==> config.mk <==
export PLATFORM = sky130hd
export DESIGN_NAME = mmu_ptw_gen
export DESIGN_NICKNAME = d
export VERILOG_FILES = /design/src/rtl/mmu_ptw_gen.sv
export SDC_FILE = /design/constraint.sdc
export NUM_CORES = 1
export LEC_CHECK = 0
export CORE_ASPECT_RATIO = 0.9
export CORE_MARGIN = 5
export CORE_UTILIZATION = 40
export CTS_CLUSTER_SIZE = 12
export DETAILED_ROUTE_END_ITERATION = 16
export DONT_BUFFER_PORTS = 1
export GPL_TIMING_DRIVEN = 0
export HOLD_SLACK_MARGIN = 0.08
export SLEW_MARGIN = 40
export SYNTH_ARGS = -nofsm -noshare
export SYNTH_HDL_FRONTEND = slang
export SYNTH_SLANG_ARGS = --single-unit
export TNS_END_PERCENT = 10
==> constraint.sdc <==
create_clock -name clk_i -period 6.5 [get_ports clk_i]
set_input_delay 1.95 -clock clk_i [delete_from_list [all_inputs] [get_ports clk_i]]
set_output_delay 1.95 -clock clk_i [all_outputs]
set_load 0.03 [all_outputs]
==> src/rtl/mmu_ptw_gen.sv <==
// rtl/mmu_ptw_gen.sv - Sv32-style multi-level page table walker
//
// Walks a radix page table rooted at satp_i and returns the leaf PTE (or a
// fault) for one virtual address at a time.
//
// Ports:
//   clk_i, rst_i          clock, synchronous active-high reset
//   satp_i                [31] translation enable, [PPN_W-1:0] root PPN
//   req_*                 walk request (valid/ready handshake), vaddr, store flag
//   mem_*                 PTE read port: req held until ack, data/error with ack
//   resp_*                one-cycle result: pte, vpn, terminating level, fault
//   flush_i               abort the walk in progress (no response)
//   busy_o                walker not idle
//
// Optional build macro: MMU_PTW_AD_CHECK_EN - fault leaves with A=0, or D=0 on stores.
module mmu_ptw_gen #(
    parameter int LEVELS = 2,
    parameter int VPN_W  = 10,
    parameter int PPN_W  = 20,
    localparam int VA_W  = LEVELS * VPN_W + 12,
    localparam int PA_W  = PPN_W + 12
) (
    input  logic              clk_i,
    input  logic              rst_i,
    input  logic [31:0]       satp_i,
    input  logic              req_valid_i,
    output logic              req_ready_o,
    input  logic [VA_W-1:0]   req_vaddr_i,
    input  logic              req_store_i,
    output logic              mem_req_o,
    output logic [PA_W-1:0]   mem_addr_o,
    input  logic              mem_ack_i,
    input  logic [31:0]       mem_data_i,
    input  logic              mem_error_i,
    output logic              resp_valid_o,
    output logic [31:0]       resp_pte_o,
    output logic [VA_W-13:0]  resp_vpn_o,
    output logic [1:0]        resp_level_o,
    output logic              resp_fault_o,
    input  logic              flush_i,
    output logic              busy_o
);

    typedef enum logic [1:0] {
        IDLE = 2'd0,
        WALK = 2'd1,
        DONE = 2'd2
    } state_t;

    state_t            state_q, state_d;
    logic [1:0]        lvl_q, lvl_d;
    logic [PA_W-1:0]   base_q, base_d;
    logic [VA_W-1:0]   vaddr_q, vaddr_d;
    logic              store_q, store_d;
    logic              abort_q, abort_d;
    logic [31:0]       pte_q, pte_d;
    logic [1:0]        rlvl_q, rlvl_d;
    logic              fault_q, fault_d;

    logic [VPN_W-1:0]  vpn_sel;
    logic [PPN_W-1:0]  pte_ppn;
    logic [PPN_W-1:0]  sp_mask;
    logic              pte_v, pte_r, pte_w, pte_x;
    logic              pte_fault, pte_leaf, misaligned, ad_fault;

    // Only some satp / PTE bits are consumed; fold the rest into a sink.
    logic              unused_bits;
    assign unused_bits = ^{satp_i, mem_data_i};

    // PTE decode and address generation
    always_comb begin
        vpn_sel    = VPN_W'(vaddr_q >> (12 + int'(lvl_q) * VPN_W));
        mem_addr_o = base_q + PA_W'({vpn_sel, 2'b00});

        pte_v      = mem_data_i[0];
        pte_r      = mem_data_i[1];
        pte_w      = mem_data_i[2];
        pte_x      = mem_data_i[3];
        pte_ppn    = mem_data_i[PPN_W+9:10];

        // A superpage leaf at level lvl must have its low lvl*VPN_W PPN bits clear.
        sp_mask = '0;
        for (int i = 0; i < PPN_W; i++) begin
            sp_mask[i] = (i < int'(lvl_q) * VPN_W);
        end

        pte_fault  = mem_error_i | ~pte_v | (pte_w & ~pte_r);
        pte_leaf   = pte_r | pte_x;
        misaligned = (lvl_q != 2'd0) && ((pte_ppn & sp_mask) != '0);
`ifdef MMU_PTW_AD_CHECK_EN
        ad_fault   = ~mem_data_i[6] | (store_q & ~mem_data_i[7]);
`else
        ad_fault   = 1'b0;
`endif
    end

    // Next-state and outputs
    always_comb begin
        state_d = state_q;
        lvl_d   = lvl_q;
        base_d  = base_q;
        vaddr_d = vaddr_q;
        store_d = store_q;
        abort_d = abort_q;
        pte_d   = pte_q;
        rlvl_d  = rlvl_q;
        fault_d = fault_q;

        req_ready_o  = (state_q == IDLE);
        mem_req_o    = (state_q == WALK);
        resp_valid_o = (state_q == DONE);
        busy_o       = (state_q != IDLE);

        case (state_q)
            IDLE: begin
                if (req_valid_i) begin
                    vaddr_d = req_vaddr_i;
                    store_d = req_store_i;
                    abort_d = 1'b0;
                    lvl_d   = 2'(LEVELS - 1);
                    base_d  = {satp_i[PPN_W-1:0], 12'h000};
                    if (satp_i[31]) begin
                        state_d = WALK;
                    end else begin
                        // Translation off: answer immediately without touching memory.
                        state_d = DONE;
                        pte_d   = 32'h0;
                        rlvl_d  = 2'd0;
                        fault_d = 1'b0;
                    end
                end
            end
            WALK: begin
                if (mem_ack_i) begin
                    if (abort_q || flush_i) begin
                        // Outstanding read had to be retired before dropping the walk.
                        state_d = IDLE;
                        abort_d = 1'b0;
                    end else if (pte_fault) begin
                        state_d = DONE;
                        pte_d   = 32'h0;
                        rlvl_d  = lvl_q;
                        fault_d = 1'b1;
                    end else if (pte_leaf) begin
                        state_d = DONE;
                        rlvl_d  = lvl_q;
                        if (misaligned || ad_fault) begin
                            pte_d   = 32'h0;
                            fault_d = 1'b1;
                        end else begin
                            pte_d   = mem_data_i;
                            fault_d = 1'b0;
                        end
                    end else if (lvl_q == 2'd0) begin
                        // Pointer at the last level has nowhere to go.
                        state_d = DONE;
                        pte_d   = 32'h0;
                        rlvl_d  = 2'd0;
                        fault_d = 1'b1;
                    end else begin
                        base_d = {pte_ppn, 12'h000};
                        lvl_d  = lvl_q - 2'd1;
                    end
                end else if (flush_i) begin
                    abort_d = 1'b1;
                end
            end
            DONE: begin
                state_d = IDLE;
            end
            default: begin
                state_d = IDLE;
            end
        endcase
    end

    always_ff @(posedge clk_i) begin
        if (rst_i) begin
            state_q <= IDLE;
            lvl_q   <= 2'd0;
            base_q  <= '0;
            vaddr_q <= '0;
            store_q <= 1'b0;
            abort_q <= 1'b0;
            pte_q   <= 32'h0;
            rlvl_q  <= 2'd0;
            fault_q <= 1'b0;
        end else begin
            state_q <= state_d;
            lvl_q   <= lvl_d;
            base_q  <= base_d;
            vaddr_q <= vaddr_d;
            store_q <= store_d;
            abort_q <= abort_d;
            pte_q   <= pte_d;
            rlvl_q  <= rlvl_d;
            fault_q <= fault_d;
        end
    end

    assign resp_pte_o   = pte_q;
    assign resp_level_o = rlvl_q;
    assign resp_fault_o = fault_q;
    assign resp_vpn_o   = vaddr_q[VA_W-1:12];

endmodule

# --- Yosys cells after proc, flatten, opt, wreduce, memory -nomap -nowiden ---
# Cells that the tools add are included.
totals:
  inputBits: 103
  register_bits: 104
  output_inout_bits: 91
  elab_cells: 119
classes:
  magnitude_cmp: 20
  mul: 1
  shift: 1
  addsub: 3
  n_eq_ne: 13
  bitwise: 7
  n_mux: 53
  reduce_logical: 13
ops:
  columns: ["op", "n"]
  rows:
  - ["2-to-1 mux 32 bit", 14]
  - ["less-than comparator 5 x 32 -> 1 bit, first input constant", 8]
  - ["less-than comparator 4 x 32 -> 1 bit, first input constant", 4]
  - ["case mux 32 bit (2 select lines)", 2]
  - ["less-than comparator 6 x 32 -> 1 bit, first input constant", 3]
  - ["less-than comparator 3 x 32 -> 1 bit, first input constant", 2]
  - ["2-to-1 mux 2 bit", 20]
  - ["adder 32 x 12 -> 32 bit", 1]
  - ["adder 5 x 32 -> 32 bit, first input constant", 1]
  - ["less-than comparator 1 x 32 -> 1 bit, first input constant", 1]
  - ["less-than comparator 2 x 32 -> 1 bit, first input constant", 1]
  - ["right shift 32 x 32 -> 10 bit", 1]
  - ["bitwise AND 20 bit", 1]
  - ["nonzero test 20 bit", 1]
  - ["2-to-1 mux 1 bit", 12]
  - ["!= test 2 bit, second input constant", 6]
  - ["case mux 2 bit (2 select lines)", 3]
  - ["AND reduction 7 bit", 1]
  - ["less-than comparator 5 x 6 -> 1 bit, first input constant", 1]
  - ["AND reduction 6 bit", 1]
  - ["nonzero test 2 bit", 3]
  - ["multiplier 2 x 3 -> 5 bit, second input constant", 1]
  - ["!= test 5 x 1 -> 1 bit, second input constant", 1]
  - ["zero test 2 bit", 2]
  - ["other kinds (16)", 20]

# --- Depth between registers and ports, before layout ---
# Gate-level depths: netlist of run 1.
depth:
  ltp_word: 11
  depth_mapped: 10
  depth_no_buf: 7

# --- Worst setup path before layout of run 1 ---
# Ideal clock, no wire load.
synth_path:
  path_kind: "register -> output"
  start: "register lvl_q[0]"
  end: "output mem_addr_o[6]"
  setup_slack_ps: 1812
  path_buffers: 3
  stages_incl_launch_ff: 10
  t_arrival_ps: 2738
  t_required_ps: 4550
  cell_sequence: "dfxtp_1 -> clkbuf_1 -> inv_1 -> clkbuf_1 -> ha_1 -> clkbuf_1 -> nand2b_1 -> o21ai_0 -> o21ai_0 -> nor3_1"
synth_via:
  elab_chain_cells: 4
synth_lines:
  columns: ["item", "line_no", "text"]
  rows:
  - ["start: declaration", "51", "logic [1:0] lvl_q, lvl_d;"]
  - ["start signal: assignment", "190", "lvl_q <= lvl_d;"]
  - ["multiplier 2 x 3 -> 5 bit", "72", "vpn_sel = VPN_W'(vaddr_q >> (12 + int'(lvl_q) * VPN_W));"]
  - ["adder 5 x 32 -> 32 bit", "72", null]
  - ["right shift 32 x 32 -> 10 bit", "72", null]
  - ["adder 32 x 12 -> 32 bit", "73", "mem_addr_o = base_q + PA_W'({vpn_sel, 2'b00});"]
  - ["end: declaration", "31", "output logic [PA_W-1:0] mem_addr_o,"]
# No other way between the ends.

# --- Worst setup path in the final report of run 1 ---
layout_path:
  start: "register lvl_q[0]"
  end: "output mem_addr_o[4]"
# Same word-level chain as after synthesis.

==> qor.yml, run 1 <==
floorplan:
  core_um2: 11930
  fp.dieH_um: 114
  die-area_um2: 14310
  ios: 194
  start_util_pct: 40.28
  std_cell_rows: 38
  die_width_um: 125.6
synthesis:
  synth_edf_count: 0
  synth_common_cells: "nand2_1, dfxtp_1, a21oi_1"
  ys_warn_count: 0
  yosysMostFrequentCell: "nand2_1"
  ys_types: 50
  synth_seq_area_share_pct: 38.31
  syn_area_um2: 4807
  yosysTopAreaCell: "dfxtp_1"
  synth_top_area_share_pct: 38.31
  async_flop_share_pct: 0
  synth_area_leaders: "dfxtp_1, nand2_1, mux2i_1, a311oi_2, a22o_1"
  syn_avg_cell_area_um2: 8.584
  synth-main-ff-cell: "dfxtp_1"
  ys_ff_latch: 92
  synthCells: 560
clocking:
  htreeDepth: 3
  clk_pin_slew_ns: 0.07
  ctsHoldBuffers: 0
  postCtsSetupRepairBufs: 0
  postCtsResizedCells: 0
  cts_tree: "yes"
  clock_tree.buffer_depth: 2
  cts_made_buffers: 9
  cts_root_buf: "clkbuf_16"
  clock_sinks: 92
  clk_latency_ns: 0.35
place:
  port_buffers: 0
  gp_congestion: 0.9105
  dpl-instance-area_um2: 5026
  post-place-ws_ns: 1.039
  hpwl_um: 12090
worst_hold_path:
  hold_path.class: "register to register"
  hold_start: "vaddr_q[3]"
sta:
  hold_ws_ns: 0.4586
  finalSetupViolCount: 0
  fin_crit_sh_pct: 90.08
  grt_setup_unrepaired: "no"
  fin_skew_ns: 0.005630
  hold_viol: 0
  tightest_slew_ns: 0.8120
  maxSlewViolCount: 0
  fmax_mhz: 170.8
  setup_slack_ns: 0.6450
  layout_min_cycle_time_ns: 5.855
  finalSetupTns_ns: 0
  slew_headroom_pct: 45.87
critical_path:
  critPathMostFrequentCell: "clkbuf_1"
  crit_chain: "clkbuf_1 -> inv_1 -> clkbuf_1 -> ha_1 -> clkbuf_1 -> clkbuf_1 -> nand2_1 -> o22ai_1"
  path_buf_inv: 5
  critPathLaunch: "lvl_q[0]"
  start_kind: "register"
  worstPathRequired_ns: 4.55
  max_stage_delay_ns: 0.68
  crit_fanout: 12
  rr_startpoint: "lvl_q[0]"
  cp_slowest_cell: "o22ai_1"
  crit_family: "buffers and inverters"
  critPathKind: "register to output pin"
  crit_arrival_ns: 3.90
  end_kind: "output pin"
global_route:
  grt_max_degree: 17
  grt_first_pass_wirelength_um: 23960
  grt_overflow: 0
  grtUsageTotal_pct: 21.28
  antenna_found_initial: 0
  grt_pass1_vias: 4194
pwr:
  power_density_nw_per_um2: 290.3
  ir_drop_mv: 0.1610
  seqPwrFrac_pct: 41.8
  p_int_uw: 1071
  power_frac_comb_pct: 19.0
  power_leakage_uw: 0.001977
  switching_power_uw: 489.2
  swShare_pct: 31.36
  p_clk_share_pct: 39.1
finish:
  layout-drive-gt1-share_pct: 16.64
  final_area_um2: 5374
  nNetsFinal: 680
  num_antenna_cells: 0
  syn_to_final_growth_pct: 11.79
routing:
  dr.pass1.iters: 4
  post-route-drc-count: 0
  vias_per_cell: 5.708
  drt_iter0_markers: 274
  ant_nets: 0
  wl_per_cell_um: 21.06
  vias: 4207
  routed_wirelength_um: 15520
outcome:
  status: "completed"
run:
  drv_cap: 0
-- state kept, by name (all words and copies together) (netlist names) --
| name | cells |
|---|---|
| lvl_q | 2 |
| base_q | 20 |
| vaddr_q | 32 |
| resp_level_o | 2 |
| resp_pte_o | 32 |
| abort_q | 1 |
| resp_fault_o | 1 |
| state_q | 2 |
-- path summary, 6_finish.rpt --
check,to,slack (ns),cells after the start
setup / recovery,mem_addr_o[4],0.65,8
hold / removal,vaddr_q[3],0.46,2
setup reg to reg,resp_pte_o[23],3.09,10
hold reg to reg,vaddr_q[3],0.46,2
-- metal layers --
layer | global-route usage (%) | wire (um) | vias up
li1 | - | - | 1999
met1 | 29.44 | 7000 | 2028
met2 | 31.50 | 6754 | 155
met3 | 7.022 | 1440 | 25
met4 | 6.647 | 323 | 0
met5 | 0 | 0 | -
-- power groups by stage --
stage	logic [uW]	clock network (uW)	registers (uW)
3_3_place_gp	292	0	665
4_1_cts	298	624	652
6_report	297	611	652
5_1_grt	323	647	656
2_1_floorplan	239	0	653
3_5_place_dp	297	0	665
-- layout make-up --
type	instances	area, um2
Clock buffer	9	225.2
Clock inverter	7	121.4
Sequential cell	92	1842
Inverter	6	22.52
Buffer	68	369.1
Fill cell	1187	6560
Multi-Input combinational cell	395	2594
Tap cell	160	200.2
-- layout by cell type (no fill, tap or decap), types with 6 or more instances in the layout --
cell type  netlist  routed
a311oi_2        18      18
mux2_2           6       6
a22o_1          30      30
buf_4           24      24
nor4_1           6       6
nor2_2          10      10
clkbuf_16        0       9
mux4_2           6       6
nor2_1          29      29
o22ai_1          6       6
nor2b_1          6       6
a21oi_1         50      50
buf_2            6       6
nand2_1        122     122
dfxtp_1         92      92
mux2i_1         29      29
o21ai_0         12      12
clkbuf_1        33      32
-- stage by stage --
step                      power (uW)  instances  util [%]
after global routing            1627        737     45.03
after CTS                       1574        737     45.02
after global placement         956.2        721     41.99
after detailed placement       962.0        721     42.12
after floorplan                891.9        561         -
final                           1560        737     45.03
-- worst min-delay path: cells and delay by family (launching register included) --
kind | cells | cell delay [ns]
AOI/OAI and AO/OA | 1 | 0.05
DFF | 1 | 0.31
and+or+nand+nor | 1 | 0.05
-- cell families after synthesis --
group | after synthesis | synth area share, %
buffers and inverters | 74 | 8.121
muxes | 41 | 10.26
other | 1 | 0.07801
adders and majority gates | 5 | 1.301
AOI/OAI and AO/OA | 145 | 23.32
DFF | 92 | 38.31
and+or+nand+nor | 202 | 18.61
Power figures use the tool's default switching activity.
==> run 2, diff against run 1 <==
--- a/config.mk
+++ b/config.mk
@@ -13,8 +13,7 @@
 export DONT_BUFFER_PORTS = 1
 export GPL_TIMING_DRIVEN = 0
 export HOLD_SLACK_MARGIN = 0.08
-export SLEW_MARGIN = 40
+export SLEW_MARGIN = 20
 export SYNTH_ARGS = -nofsm -noshare
 export SYNTH_HDL_FRONTEND = slang
 export SYNTH_SLANG_ARGS = --single-unit
-export TNS_END_PERCENT = 10
==> qor.yml, run 2 (synthesis results as in run 1) <==
finish:
  nNetsFinal: 680  # unchanged
  multi_input_area_um2: 2584  # -0.39%
  seq_area_um2: 1842  # unchanged
  syn_to_final_growth_pct: 10.75
  utilization_pct: 44.61  # -0.42 points
  final_cells: 737  # unchanged
  n_fill_cell: 1209  # +1.9%
  layout-drive-gt1-share_pct: 16.12  # -0.52 points
  layout_commonest_cell: "nand2_1"
  num_antenna_cells: 0  # unchanged
  final_cell_mix: "nand2_1, dfxtp_1, a21oi_1"
clocking:
  htreeDepth: 3  # unchanged
  ctsHoldBuffers: 0  # unchanged
  clock_tree.buffer_depth: 2  # unchanged
  cts_made_buffers: 9  # unchanged
  clock_sinks: 92  # unchanged
  cts_root_buf: "clkbuf_16"
  cts_tree: "yes"
  postCtsResizedCells: 0  # unchanged
  postCtsSetupRepairBufs: 0  # unchanged
  clk_latency_ns: 0.36  # about the same
  clk_pin_slew_ns: 0.07  # about the same
critical_path:
  critPathKind: "register to output pin"
  worstPathRequired_ns: 4.55  # about the same
  r2r-end: "resp_pte_o[22]"
  critPathMostFrequentCell: "clkbuf_1"
  rr_worst_depth: 10  # unchanged
  crit_chain: "clkbuf_1 -> inv_1 -> clkbuf_1 -> ha_1 -> clkbuf_1 -> nand2b_1 -> o21ai_0 -> o21ai_0 -> nor3_1"
  ff2ff_setup_slack_ns: 3.13  # +0.04 ns
  start_kind: "register"
  crit_arrival_ns: 3.94  # +0.04 ns
  end_kind: "output pin"
  crit_fanout: 12  # unchanged
  rr_startpoint: "lvl_q[0]"
  max_stage_delay_ns: 0.90  # +0.22 ns
  cp_slowest_cell: "nor3_1"
worst_hold_path:
  hold_start: "vaddr_q[3]"
  hold_end: "vaddr_q[3]"
  hold_path.class: "register to register"
  whs_path_depth: 2  # unchanged
sta:
  fin_crit_sh_pct: 90.64  # +0.57 points
  hold_viol: 0  # unchanged
  slew_headroom_pct: 24.38  # -21 points
  tightest_slew_ns: 1.126  # +0.3136 ns
  fmax_mhz: 169.7  # -0.62%
  maxSlewViolCount: 0  # unchanged
  layout_min_cycle_time_ns: 5.892  # +0.03673 ns
  fin_skew_ns: 0.009735  # +0.004104 ns
  finalSetupTns_ns: 0  # unchanged
  grt_setup_unrepaired: "no"
  finalSetupViolCount: 0  # unchanged
  setup_slack_ns: 0.6083  # -0.03673 ns
pwr:
  power_leakage_uw: 0.001944  # -1.6%
  p_clk_share_pct: 36.4  # -2.7 points
  p_int_uw: 995.3  # -7.0%
  power_uw: 1491  # -4.4%
  power_frac_comb_pct: 19.8  # +0.8 points
  seqPwrFrac_pct: 43.8  # +2.0 points
  ir_drop_mv: 0.1574  # -2.2%
  swShare_pct: 33.23  # +1.9 points
  power_density_nw_per_um2: 280.0  # -3.5%
  switching_power_uw: 495.4  # +1.3%
floorplan:
  start_util_pct: 40.28  # unchanged
  die-area_um2: 14310  # unchanged
  std_cell_rows: 38  # unchanged
  core_um2: 11930  # unchanged
  ios: 194  # unchanged
  die_width_um: 125.6  # unchanged
  fp.dieH_um: 114  # unchanged
place:
  post-place-ws_ns: 0.9661  # -0.07290 ns
  hpwl_um: 12010  # -0.65%
  place_inst: 721  # unchanged
  gp_congestion: 0.9105  # unchanged
  port_buffers: 0  # unchanged
routing:
  post-route-drc-count: 0  # unchanged
  vias_per_cell: 5.645  # -1.1%
  dr.pass1.iters: 4  # unchanged
  drt_iter0_markers: 257  # -6.2%
  wl_per_cell_um: 21.01  # -0.21%
  vias: 4160  # -1.1%
  routed_wirelength_um: 15490  # -0.21%
  ant_nets: 0  # unchanged
global_route:
  grt_overflow: 0  # unchanged
  grt_max_degree: 18  # +1
  antenna_found_initial: 0  # unchanged
  grt_first_pass_wirelength_um: 23890  # -0.29%
  grtUsageTotal_pct: 21.30  # about the same
  grt_pass1_vias: 4171  # -0.55%
run:
  drv_cap: 0  # unchanged
outcome:
  status: "completed"
[run 2: cell types whose count changed in the layout (fill, tap and decap cells not counted)]
cell / before / now
bufinv_16: 3 / 1
clkinvlp_4: 0 / 2
nor3_1: 4 / 6
nor3_2: 2 / 0
clkbuf_1: 32 / 33
clkbuf_2: 1 / 0
clkinv_2: 1 / 0
inv_8: 0 / 1
[run 2: final cells by class]
class / count / share of cell area [%]
multi-input combinational: 395 / 48.53
tap: 160 / 3.760
buffer: 68 / 6.910
clock inverter: 7 / 1.551
inverter: 6 / 0.4230
sequential: 92 / 34.59
clock buffer: 9 / 4.230
[run 2: routing by layer]
layer	vias up	global-route usage, %	part of all wire, %	routed length [um]
met3	25	8.052	9.7	1504
met5	-	0	0	0
met4	0	7.803	2.6	402
met2	158	31.75	44	6740
li1	2001	-	-	-
met1	1976	28.18	44	6839
[run 2: worst max-delay path by stage]
stage          cells past startpoint  slack [ns]            end  startpoint
3_3_place_gp                       9        0.92  mem_addr_o[7]    lvl_q[0]
5_1_grt                            9        0.27  mem_addr_o[7]    lvl_q[0]
3_5_place_dp                       9        0.97  mem_addr_o[7]    lvl_q[0]
4_1_cts                            9        0.56  mem_addr_o[7]    lvl_q[0]
2_1_floorplan                      9        1.81  mem_addr_o[6]    lvl_q[0]
6_report                           9        0.61  mem_addr_o[7]    lvl_q[0]
[run 2: worst max-delay path, delay by kind of cell (launching register included)]
kind	cells	cell delay, ns
and+or+nand+nor	2	1.16
AOI/OAI and AO/OA	2	0.40
DFF	1	0.36
adders and majority gates	1	0.38
buffers and inverters	4	1.28
[run 2: power by group through the flow]
stage / registers [uW] / logic, uW / clock network, uW
after floorplan: 653 / 239 / 0
after global placement: 665 / 292 / 0
after detailed placement: 665 / 294 / 0
after CTS: 653 / 295 / 556
after global routing: 657 / 321 / 576
final: 653 / 295 / 543
[run 2: per-stage QoR]
stage | hold slack [ns] | area, um2
after CTS | 0.4635 | 5319
after floorplan | 0.4329 | 4811
after detailed placement | 0.4554 | 5011
after global placement | 0.4507 | 5011
final | 0.4621 | 5324
after global routing | 0.5034 | 5324
